$ cat src/rtl/mem_port_arbiter.sv
// mem_port_arbiter: shares one single-ported memory between the IF stage (read-only)
// and the DM stage (read/write). One command is in flight at a time. Each access ends
// with a one-cycle ready pulse to its owner, and the read data is held in a per-stage register.
//
// state  | meaning
// -------+-------------------------------------------------------------
// IDLE   | no transaction; the next edge with a request grants a winner
// ISSUE  | one-cycle command strobe to memory
// WAIT   | waiting for mem_rsp_valid; timeout timer counts down
// DONE   | owner's ready pulse; no arbitration in this cycle
module mem_port_arbiter #(
    parameter int ADDR_W     = 32,
    parameter int DATA_W     = 32,
    parameter int STREAK_MAX = 4,
    parameter int TIMEOUT    = 255
) (
    input  logic              clk,
    input  logic              reset,
    input  logic              if_req,
    input  logic [ADDR_W-1:0] if_addr,
    output logic              if_ready,
    output logic [DATA_W-1:0] if_rdata,
    output logic              if_stall,
    input  logic              dm_req,
    input  logic              dm_we,
    input  logic [ADDR_W-1:0] dm_addr,
    input  logic [DATA_W-1:0] dm_wdata,
    output logic              dm_ready,
    output logic [DATA_W-1:0] dm_rdata,
    output logic              dm_stall,
    output logic              mem_cmd_valid,
    output logic              mem_cmd_we,
    output logic [ADDR_W-1:0] mem_addr,
    output logic [DATA_W-1:0] mem_wdata,
    input  logic              mem_rsp_valid,
    input  logic [DATA_W-1:0] mem_rdata,
    output logic              busy,
    output logic              owner,
    output logic              timeout_err
);

    localparam int SW = $clog2(STREAK_MAX + 1);
    localparam int TW = $clog2(TIMEOUT);
    localparam logic [SW-1:0] STREAK_TOP = SW'(STREAK_MAX);
    localparam logic [TW-1:0] TMR_LOAD   = TW'(TIMEOUT - 1);

    typedef enum logic [1:0] {
        ST_IDLE  = 2'd0,
        ST_ISSUE = 2'd1,
        ST_WAIT  = 2'd2,
        ST_DONE  = 2'd3
    } state_t;

    state_t        state;
    state_t        state_nxt;
    logic [SW-1:0] streak;
    logic [TW-1:0] tmr;
    logic          grant_dm;
    logic          tmr_tc;

    // DM wins a contested grant unless IF has already been passed over STREAK_MAX times in a row
    assign grant_dm = dm_req & (~if_req | (streak != STREAK_TOP));
    assign tmr_tc   = (tmr == '0);

    // Stalls follow the live request so the pipeline releases in the ready cycle itself
    assign if_stall = if_req & ~if_ready;
    assign dm_stall = dm_req & ~dm_ready;

    // State register
    always_ff @(posedge clk) begin
        if (!reset) begin
            state <= ST_IDLE;
        end else begin
            state <= state_nxt;
        end
    end

    // Next-state logic and the per-state strobes
    always_comb begin
        state_nxt     = state;
        mem_cmd_valid = 1'b0;
        if_ready      = 1'b0;
        dm_ready      = 1'b0;
        busy          = (state != ST_IDLE);
        case (state)
            ST_IDLE: begin
                if (if_req | dm_req) begin
                    state_nxt = ST_ISSUE;
                end
            end
            ST_ISSUE: begin
                mem_cmd_valid = 1'b1;
                state_nxt     = ST_WAIT;
            end
            ST_WAIT: begin
                if (mem_rsp_valid | tmr_tc) begin
                    state_nxt = ST_DONE;
                end
            end
            ST_DONE: begin
                if_ready  = ~owner;
                dm_ready  = owner;
                state_nxt = ST_IDLE;
            end
            default: state_nxt = ST_IDLE;
        endcase
    end

    // Grant capture, fairness streak, timeout timer and read-data registers
    always_ff @(posedge clk) begin
        if (!reset) begin
            owner       <= 1'b0;
            mem_cmd_we  <= 1'b0;
            mem_addr    <= '0;
            mem_wdata   <= '0;
            streak      <= '0;
            tmr         <= '0;
            if_rdata    <= '0;
            dm_rdata    <= '0;
            timeout_err <= 1'b0;
        end else begin
            case (state)
                ST_IDLE: begin
                    if (if_req | dm_req) begin
                        owner <= grant_dm;
                        if (grant_dm) begin
                            mem_cmd_we <= dm_we;
                            mem_addr   <= dm_addr;
                            mem_wdata  <= dm_wdata;
                            if (if_req) begin
                                streak <= (streak == STREAK_TOP) ? streak : streak + 1'b1;
                            end else begin
                                streak <= '0;
                            end
                        end else begin
                            mem_cmd_we <= 1'b0;
                            mem_addr   <= if_addr;
                            mem_wdata  <= '0;
                            streak     <= '0;
                        end
                    end
                end
                ST_ISSUE: begin
                    tmr <= TMR_LOAD;
                end
                ST_WAIT: begin
                    if (mem_rsp_valid) begin
                        if (!owner) begin
                            if_rdata <= mem_rdata;
                        end else if (!mem_cmd_we) begin
                            dm_rdata <= mem_rdata;
                        end
                    end else if (tmr_tc) begin
                        timeout_err <= 1'b1;
                        if (!owner) begin
                            if_rdata <= '0;
                        end else begin
                            dm_rdata <= '0;
                        end
                    end else begin
                        tmr <= tmr - 1'b1;
                    end
                end
                default: ;
            endcase
        end
    end

endmodule
$ cat config.mk
export PLATFORM = sky130hd
export DESIGN_NAME = mem_port_arbiter
export DESIGN_NICKNAME = d
export VERILOG_FILES = /design/src/rtl/mem_port_arbiter.sv
export SDC_FILE = /design/constraint.sdc
export NUM_CORES = 1
export LEC_CHECK = 0
export CORE_MARGIN = 2
export CORE_UTILIZATION = 41
export CTS_CLUSTER_DIAMETER = 200
export DETAILED_ROUTE_END_ITERATION = 16
export GPL_ROUTABILITY_DRIVEN = 1
export PLACE_DENSITY = 0.89
export SETUP_SLACK_MARGIN = 0.05
export SLEW_MARGIN = 5
export SYNTH_ARGS = -nofsm -noshare
export SYNTH_HDL_FRONTEND = slang
export SYNTH_SLANG_ARGS = --single-unit
$ cat constraint.sdc
create_clock -name clk -period 2.35 [get_ports clk]
set_input_delay 0.705 -clock clk [delete_from_list [all_inputs] [get_ports clk]]
set_output_delay 0.705 -clock clk [all_outputs]
set_load 0.02 [all_outputs]
# Word level (Yosys, flattened, before mapping)
# Cells that the tools add are included.
# op_classes
add_sub_neg,2
multipliers,0
div_mod_pow,0
magnitude_cmp,0
n_eq_ne,11
n_shift,0
muxes,24
bitwise_logic,11
reduce_logical,12
# ops
op,count
32-bit two-way mux,11
8-bit two-way mux,2
8-bit case mux with 2 select lines,1
3-bit AND reduction,4
"2-bit != test, second input constant",5
3-bit two-way mux,3
8-bit logical NOT,1
2-bit case mux with 4 select lines,1
"8-bit by 1-bit subtractor with 8-bit output, second input constant",1
"3-bit != test, second input constant",2
2-bit nonzero test,3
1-bit NOT,5
"2-bit equality test, second input constant",2
1-bit two-way mux,4
2-bit two-way mux,2
2-bit AND reduction,2
4-bit AND reduction,1
"3-bit by 1-bit adder with 3-bit output, second input constant",1
1-bit bitwise AND,3
"3-bit equality test, second input constant",1
1-bit bitwise OR,3
"2-bit by 1-bit equality test with 1-bit output, second input constant",1
2-bit logical NOT,1
# totals
ff_bits,144
latchBits,0
ram_bits,0
romBits,0
elab_cells,70
n_memories,0

# Longest topological paths before layout
# Gate-level depths: netlist of run 1.
# logic_depth
word_depth,5
mapped_depth,8
mapped_depth_nobuf,6

# Worst setup path before layout of run 1
# No wires, ideal clock.
# synth_path
path_kind,input -> register
start,input mem_rsp_valid
end,register tmr[4]
t_arrival_ns,1.936
required_time_ns,2.275
slack_ns,0.340
cell_stages,5
path_cell_list,clkbuf_1 > nor2b_1 > o32ai_4 > or3_2 > a31oi_1
# synth_between
elab_chain_len,2
# synth_rtl
element,line,source
from (decl),35,"input logic mem_rsp_valid,"
2-bit != test (no source line),--,
3-bit AND reduction (no source line),--,
to (signal assigned),161,tmr <= tmr - 1'b1;
to (decl),57,logic [TW-1:0] tmr;
# No other way between the ends.
# A chain may end at the register's enable or synchronous reset.

# Final worst setup path of run 1
# layout_path
start,register owner
end,output owner
# layout_lines
element,line,source
from (decl),38,"output logic owner,"
from (signal assigned),125,owner <= grant_dm;
# No word-level cell between the ends.

==> results of run 1 <==
==> metrics by stage <==
step / setup TNS, ps / cell area (um^2) / worst slack [ps]
global placement: -8516 / 8574 / -272.7
finish: 0 / 9241 / 111.5
detailed placement: -11000 / 8574 / -392.7
floorplan: 0 / 5657 / 339.8
global route: 0 / 9241 / 50.15
CTS: 0 / 9245 / 34.66
==> cell families (layout without fill, tap and decap cells) <==
| logic type | after synthesis | count (layout) | synth area share, % |
|---|---|---|---|
| mux | 67 | 67 | 11.94 |
| compound gates | 157 | 157 | 18.69 |
| flops | 144 | 144 | 50.96 |
| xor+xnor | 1 | 1 | 0.1549 |
| fa+ha+maj | 9 | 9 | 1.991 |
| simple gates | 142 | 143 | 11.32 |
| buf+inv | 59 | 331 | 4.932 |
==> layout make-up <==
type | count | area, um^2 | share of cell area [%]
clock inverters | 13 | 234.0 | 2.532
inverters | 11 | 41.29 | 0.4468
flip-flops and latches | 144 | 2883 | 31.19
repair buffers | 288 | 2887 | 31.23
well taps | 176 | 220.2 | 2.383
clock buffers | 19 | 442.9 | 4.793
multi-input cells | 377 | 2534 | 27.42
==> final timing paths <==
| kind | cells past startpoint | to | slack, ps | start |
|---|---|---|---|---|
| max reg2reg | 7 | if_rdata[6] | 220 | tmr[0] |
| min | 2 | if_rdata[3] | 460 | if_rdata[3] |
| min reg2reg | 2 | if_rdata[3] | 460 | if_rdata[3] |
| max | 2 | owner | 110 | owner |
==> power breakdown <==
| part | switching (uW) | internal, uW | leakage [uW] | total (uW) |
|---|---|---|---|---|
| clock | 1050 | 2020 | 0.000320 | 3080 |
| sequential | 265 | 2860 | 0.00118 | 3130 |
| combinational | 1840 | 1450 | 0.00201 | 3290 |
==> state kept, by name, summed over array words and instances, names as in the netlist <==
name,flops
state,2
tmr,8
mem_cmd_we,1
if_rdata,32
owner,1
mem_addr,32
timeout_err,1
dm_rdata,32
mem_wdata,32
streak,3
==> critical path: stages, from the launching register on <==
cell and delay [ps]:
dfxtp_1 340, buf_4 160, clkdlybuf4s50_1 620
==> layer usage <==
| layer | routed length (um) | up-vias | global-route usage, % |
|---|---|---|---|
| li1 | - | 2603 | - |
| met1 | 6930 | 2554 | 26.73 |
| met2 | 8504 | 262 | 39.89 |
| met3 | 1785 | 29 | 9.633 |
| met4 | 386 | 0 | 8.333 |
| met5 | 0 | - | 0 |
==> what timing repair did <==
action	4_1_cts	5_1_grt
gates resized for setup	16	7
pin swaps	0	1
hold buffers	0	0
cloned	0	1
setup endpoints to repair	10	36
==> layout by cell type (no fill, tap or decap), types with 17 or more instances in the layout <==
cell	synthesis	layout
o21ai_0	37	34
nand3_1	36	36
dfxtp_1	144	144
nor2_1	42	41
a22oi_1	33	33
a21oi_1	39	39
nand2_1	42	42
mux2i_1	66	66
a22o_1	32	32
clkbuf_16	0	17
clkdlybuf4s50_1	0	263
==> results.py, run 1 <==
metrics = {
    "detailed_routing": {
        "firstDrtPassIters": 4,
        "wirelength_mm": 17.61,
        "wire_per_inst_um": 17.13,
        "vias": 5448,
        "initialDrtViolationCount": 366,
        "vias_per_cell": 5.300,
        "detail-route-antenna-nets": 0,
        "drcViolationCount": 0,
    },
    "timing": {
        "max_slew_margin_pct": 52.52,
        "hold_ws_ps": 455.0,
        "tightestPinTransition_ps": 710.5,
        "rsz0062_at_grt": "no",
        "hold_viol_final": 0,
        "period_share_pct": 95.25,
        "slew_viol_final": 0,
        "setup_viol": 0,
        "fmax_mhz": 446.7,
        "clock_skew_ps": 7.663,
        "period_minus_slack_ps": 2238,
    },
    "floorplanning": {
        "ios": 271,
        "num_rows": 42,
        "die_w_um": 121.5,
        "dieArea_um2": 14750,
        "core_um2": 13350,
        "die_height_um": 121.5,
        "initial_utilization_pct": 42.38,
    },
    "yosys": {
        "syn-cell-area_um2": 5657,
        "synthFlopType": "dfxtp_1",
        "synthCells": 579,
        "async_flop_share_pct": 0,
        "ys_ff_latch": 144,
        "synth_commonest_cells": "dfxtp_1, mux2i_1, nand2_1, nor2_1, a21oi_1",
        "synth_nets": 722,
        "synth.most_common_cell": "dfxtp_1",
        "syn_avg_cell_area_um2": 9.770,
        "ys_warn_count": 0,
        "synthDistinctLibCells": 40,
        "synth_top_cell_area_share_pct": 50.96,
        "yosys.area.top_type": "dfxtp_1",
        "ys_seq_area_share_pct": 50.96,
        "synth_edf_count": 0,
        "yosys-top-cells-area": "dfxtp_1, mux2i_1, a22o_1",
    },
    "clocking": {
        "cts.sinks": 144,
        "htreeDepth": 4,
        "post_cts_buffers": 0,
        "clk_pin_slew_ps": 60,
        "clockRootBuffer": "clkbuf_16",
        "clock_latency_ps": 410,
        "cts_buffer_depth": 2,
        "tritoncts": "built",
        "cts_made_buffers": 17,
    },
    "layout": {
        "fin_nets": 982,
        "area_growth_pct": 63.37,
        "diodes": 0,
        "nFillCells": 1006,
        "stdcell_count": 1028,
        "final_layout_size_suffix_gt1_share_pct": 8.333,
        "post-route-util_pct": 69.24,
    },
    "pwr": {
        "power_uw": 9496,
        "powerDensity_nw_per_um2": 1028,
        "ir_worst_vdd_uv": 744.0,
        "p_leak_uw": 0.003504,
    },
    "worst_hold_path": {
        "hp-class": "flip-flop to flip-flop",
    },
    "grt": {
        "grt_antenna_before_repair": 0,
        "first_global_vias": 5294,
        "grt.total_usage_pct": 23.56,
        "grt_overflow_total": 0,
        "grt_start_max_net_pins": 70,
        "grt_pass1_wl_mm": 27.21,
    },
    "setup_path": {
        "crit_fanout": 4,
        "cp-end-kind": "primary output",
        "required_ps": 1640,
        "path_class": "flip-flop to primary output",
        "crit_arrival_ps": 1530,
        "cp-start-kind": "flip-flop",
    },
    "place": {
        "post-place-cells": 995,
        "numPortBuffers": 270,
        "gp_congestion": 0.8115,
        "hpwl_mm": 12.00,
    },
    "job": {
        "max_cap_violations": 0,
    },
    "run_status": {
        "status": "finished, final reports clean",
    },
}
Note: power is estimated with default switching activity, not from simulation.
==> inputs of run 2 (changes only) <==
Settings changed: CORE_UTILIZATION 41 to 44, GPL_TIMING_DRIVEN set to 0, PLACE_DENSITY 0.89 to 0.94.
Clock period 2.35 ns to 2.65 ns, I/O delays scaled along.
==> run 2 against run 1 <==
  * Cell count is 2.2% higher
  * Utilization is 4.4 points higher
  * Global-route usage increased by 3.7 points
  * Routed wire length increased by 8.1%
==> results.py, run 2 (synthesis gave the netlist of run 1 again) <==
metrics = {
    "worst_hold_path": {
        "hp-start": "if_rdata[18]",
        "hold_path_depth": 2,
        "min_to": "if_rdata[18]",
        "hp-class": "flip-flop to flip-flop",
    },
    "setup_path": {
        "required_ps": 1860,
        "crit_fanout": 4,
        "r2r_end": "if_rdata[13]",
        "crit_chain": "ha_1 -> nor2b_1 -> nor2b_1 -> dlygate4sd2_1",
        "cp-end-kind": "primary output",
        "cp_common_cell": "nor2b_1",
        "timing.rr.start": "tmr[0]",
        "slowest_delay_ps": 400,
        "r2r_cells": 8,
        "crit_arrival_ps": 1740,
        "crit_path_top_delay_cell": "dfxtp_1",
        "cp-start-kind": "flip-flop",
        "timing.reg2reg.setup_slack_ps": 510,
        "path_class": "flip-flop to primary output",
    },
    "timing": {
        "tightestPinTransition_ps": 605.4,
        "hold_viol_final": 0,
        "clock_skew_ps": 6.480,
        "worst_slack_ps": 116.8,
        "rsz0062_at_grt": "no",
        "setup_viol": 0,
        "max_slew_margin_pct": 59.49,
        "hold_ws_ps": 458.2,
        "period_share_pct": 95.59,
        "period_minus_slack_ps": 2533,
        "slew_viol_final": 0,
        "fmax_mhz": 394.8,
    },
    "floorplanning": {
        "die_w_um": 117.4,
        "die_height_um": 117.4,
        "num_rows": 41,
        "ios": 271,
        "initial_utilization_pct": 45.01,
        "dieArea_um2": 13780,
        "core_um2": 12570,
    },
    "grt": {
        "grt_pass1_wl_mm": 30.13,
        "grt_antenna_before_repair": 0,
        "grt.total_usage_pct": 27.26,
        "grt_start_max_net_pins": 17,
        "first_global_vias": 5720,
        "grt_overflow_total": 0,
    },
    "detailed_routing": {
        "vias_per_cell": 5.406,
        "firstDrtPassIters": 5,
        "vias": 5682,
        "wire_per_inst_um": 18.11,
        "detail-route-antenna-nets": 0,
        "initialDrtViolationCount": 399,
        "drcViolationCount": 0,
        "wirelength_mm": 19.04,
    },
    "layout": {
        "diodes": 0,
        "final_common_cell": "clkdlybuf4s50_1",
        "area_growth_pct": 63.61,
        "stdcell_count": 1051,
        "nFillCells": 831,
        "multi_input_area_um2": 2501,
        "seqCellArea_um2": 2883,
        "final_layout_size_suffix_gt1_share_pct": 6.598,
        "final_cell_mix": "clkdlybuf4s50_1, dfxtp_1, mux2i_1",
        "fin_nets": 1009,
        "finalInstanceArea_um2": 9255,
    },
    "clocking": {
        "clock_latency_ps": 420,
        "cts_made_buffers": 17,
        "tritoncts": "built",
        "post_cts_buffers": 0,
        "clk_pin_slew_ps": 60,
        "cts.sinks": 144,
        "cts_buffer_depth": 2,
        "clockRootBuffer": "clkbuf_16",
        "htreeDepth": 4,
    },
    "place": {
        "post-place-cells": 1019,
        "pre_cts_ws_ps": -306.2,
        "hpwl_mm": 13.75,
        "place_area_um2": 8554,
        "gp_congestion": 0.8720,
        "numPortBuffers": 268,
    },
    "pwr": {
        "ir_worst_vdd_uv": 589.7,
        "p_leak_uw": 0.003548,
        "powerDensity_nw_per_um2": 917.9,
        "power_uw": 8496,
    },
    "run_status": {
        "status": "finished, final reports clean",
    },
    "job": {
        "max_cap_violations": 0,
    },
}
[run 2: area by class of cell]
cell class,instances,share of cell area (%)
multi-input cells,376,27.02
clock inverters,10,2.190
repair buffers,268,28.96
inverters,11,0.4461
clock buffers,22,5.340
flip-flops and latches,144,31.15
well taps,172,2.325
plain buffers,48,2.569
[run 2: worst max-delay path by stage]
| stage | from | slack, ps | end |
|---|---|---|---|
| after floorplan | if_req | 490 | if_stall |
| after global placement | dm_req | -310 | dm_stall |
| after detailed placement | dm_req | -310 | dm_stall |
| after CTS | state[1] | 80 | mem_cmd_valid |
| after global routing | state[0] | 110 | if_stall |
| final | state[0] | 120 | if_stall |
[run 2: power by group]
part	switching (uW)	internal [uW]	leakage, uW	total, uW
Sequential	242	2540	0.00118	2780
Combinational	1650	1270	0.00203	2920
Clock	911	1890	0.000342	2800
[run 2: critical path: cells and delay by family (launching register included)]
family	cells	cell delay, ps
flops	1	400
simple gates	2	370
buf+inv	1	330
fa+ha+maj	1	220
[run 2: routing by layer]
metal  GRT usage (%)  wire length (um)
met2           47.59              9569
met1           30.89              7452
met4           9.714               401
met3           9.387              1612
met5               0                 0
[run 2: through the flow]
step | utilization (%) | setup TNS (ps)
3_3_place_gp | 68.06 | -4837
5_1_grt | 73.64 | 0
2_1_floorplan | - | 0
4_1_cts | 73.57 | 0
3_5_place_dp | 68.06 | -5536
6_report | 73.64 | 0
[run 2: repair_timing]
| item | 4_1_cts | 5_1_grt |
|---|---|---|
| gates resized for setup | 8 | 2 |
| pin swaps | 0 | 0 |
| hold buffers | 0 | 0 |
| endpoints found under the setup margin | 5 | 19 |
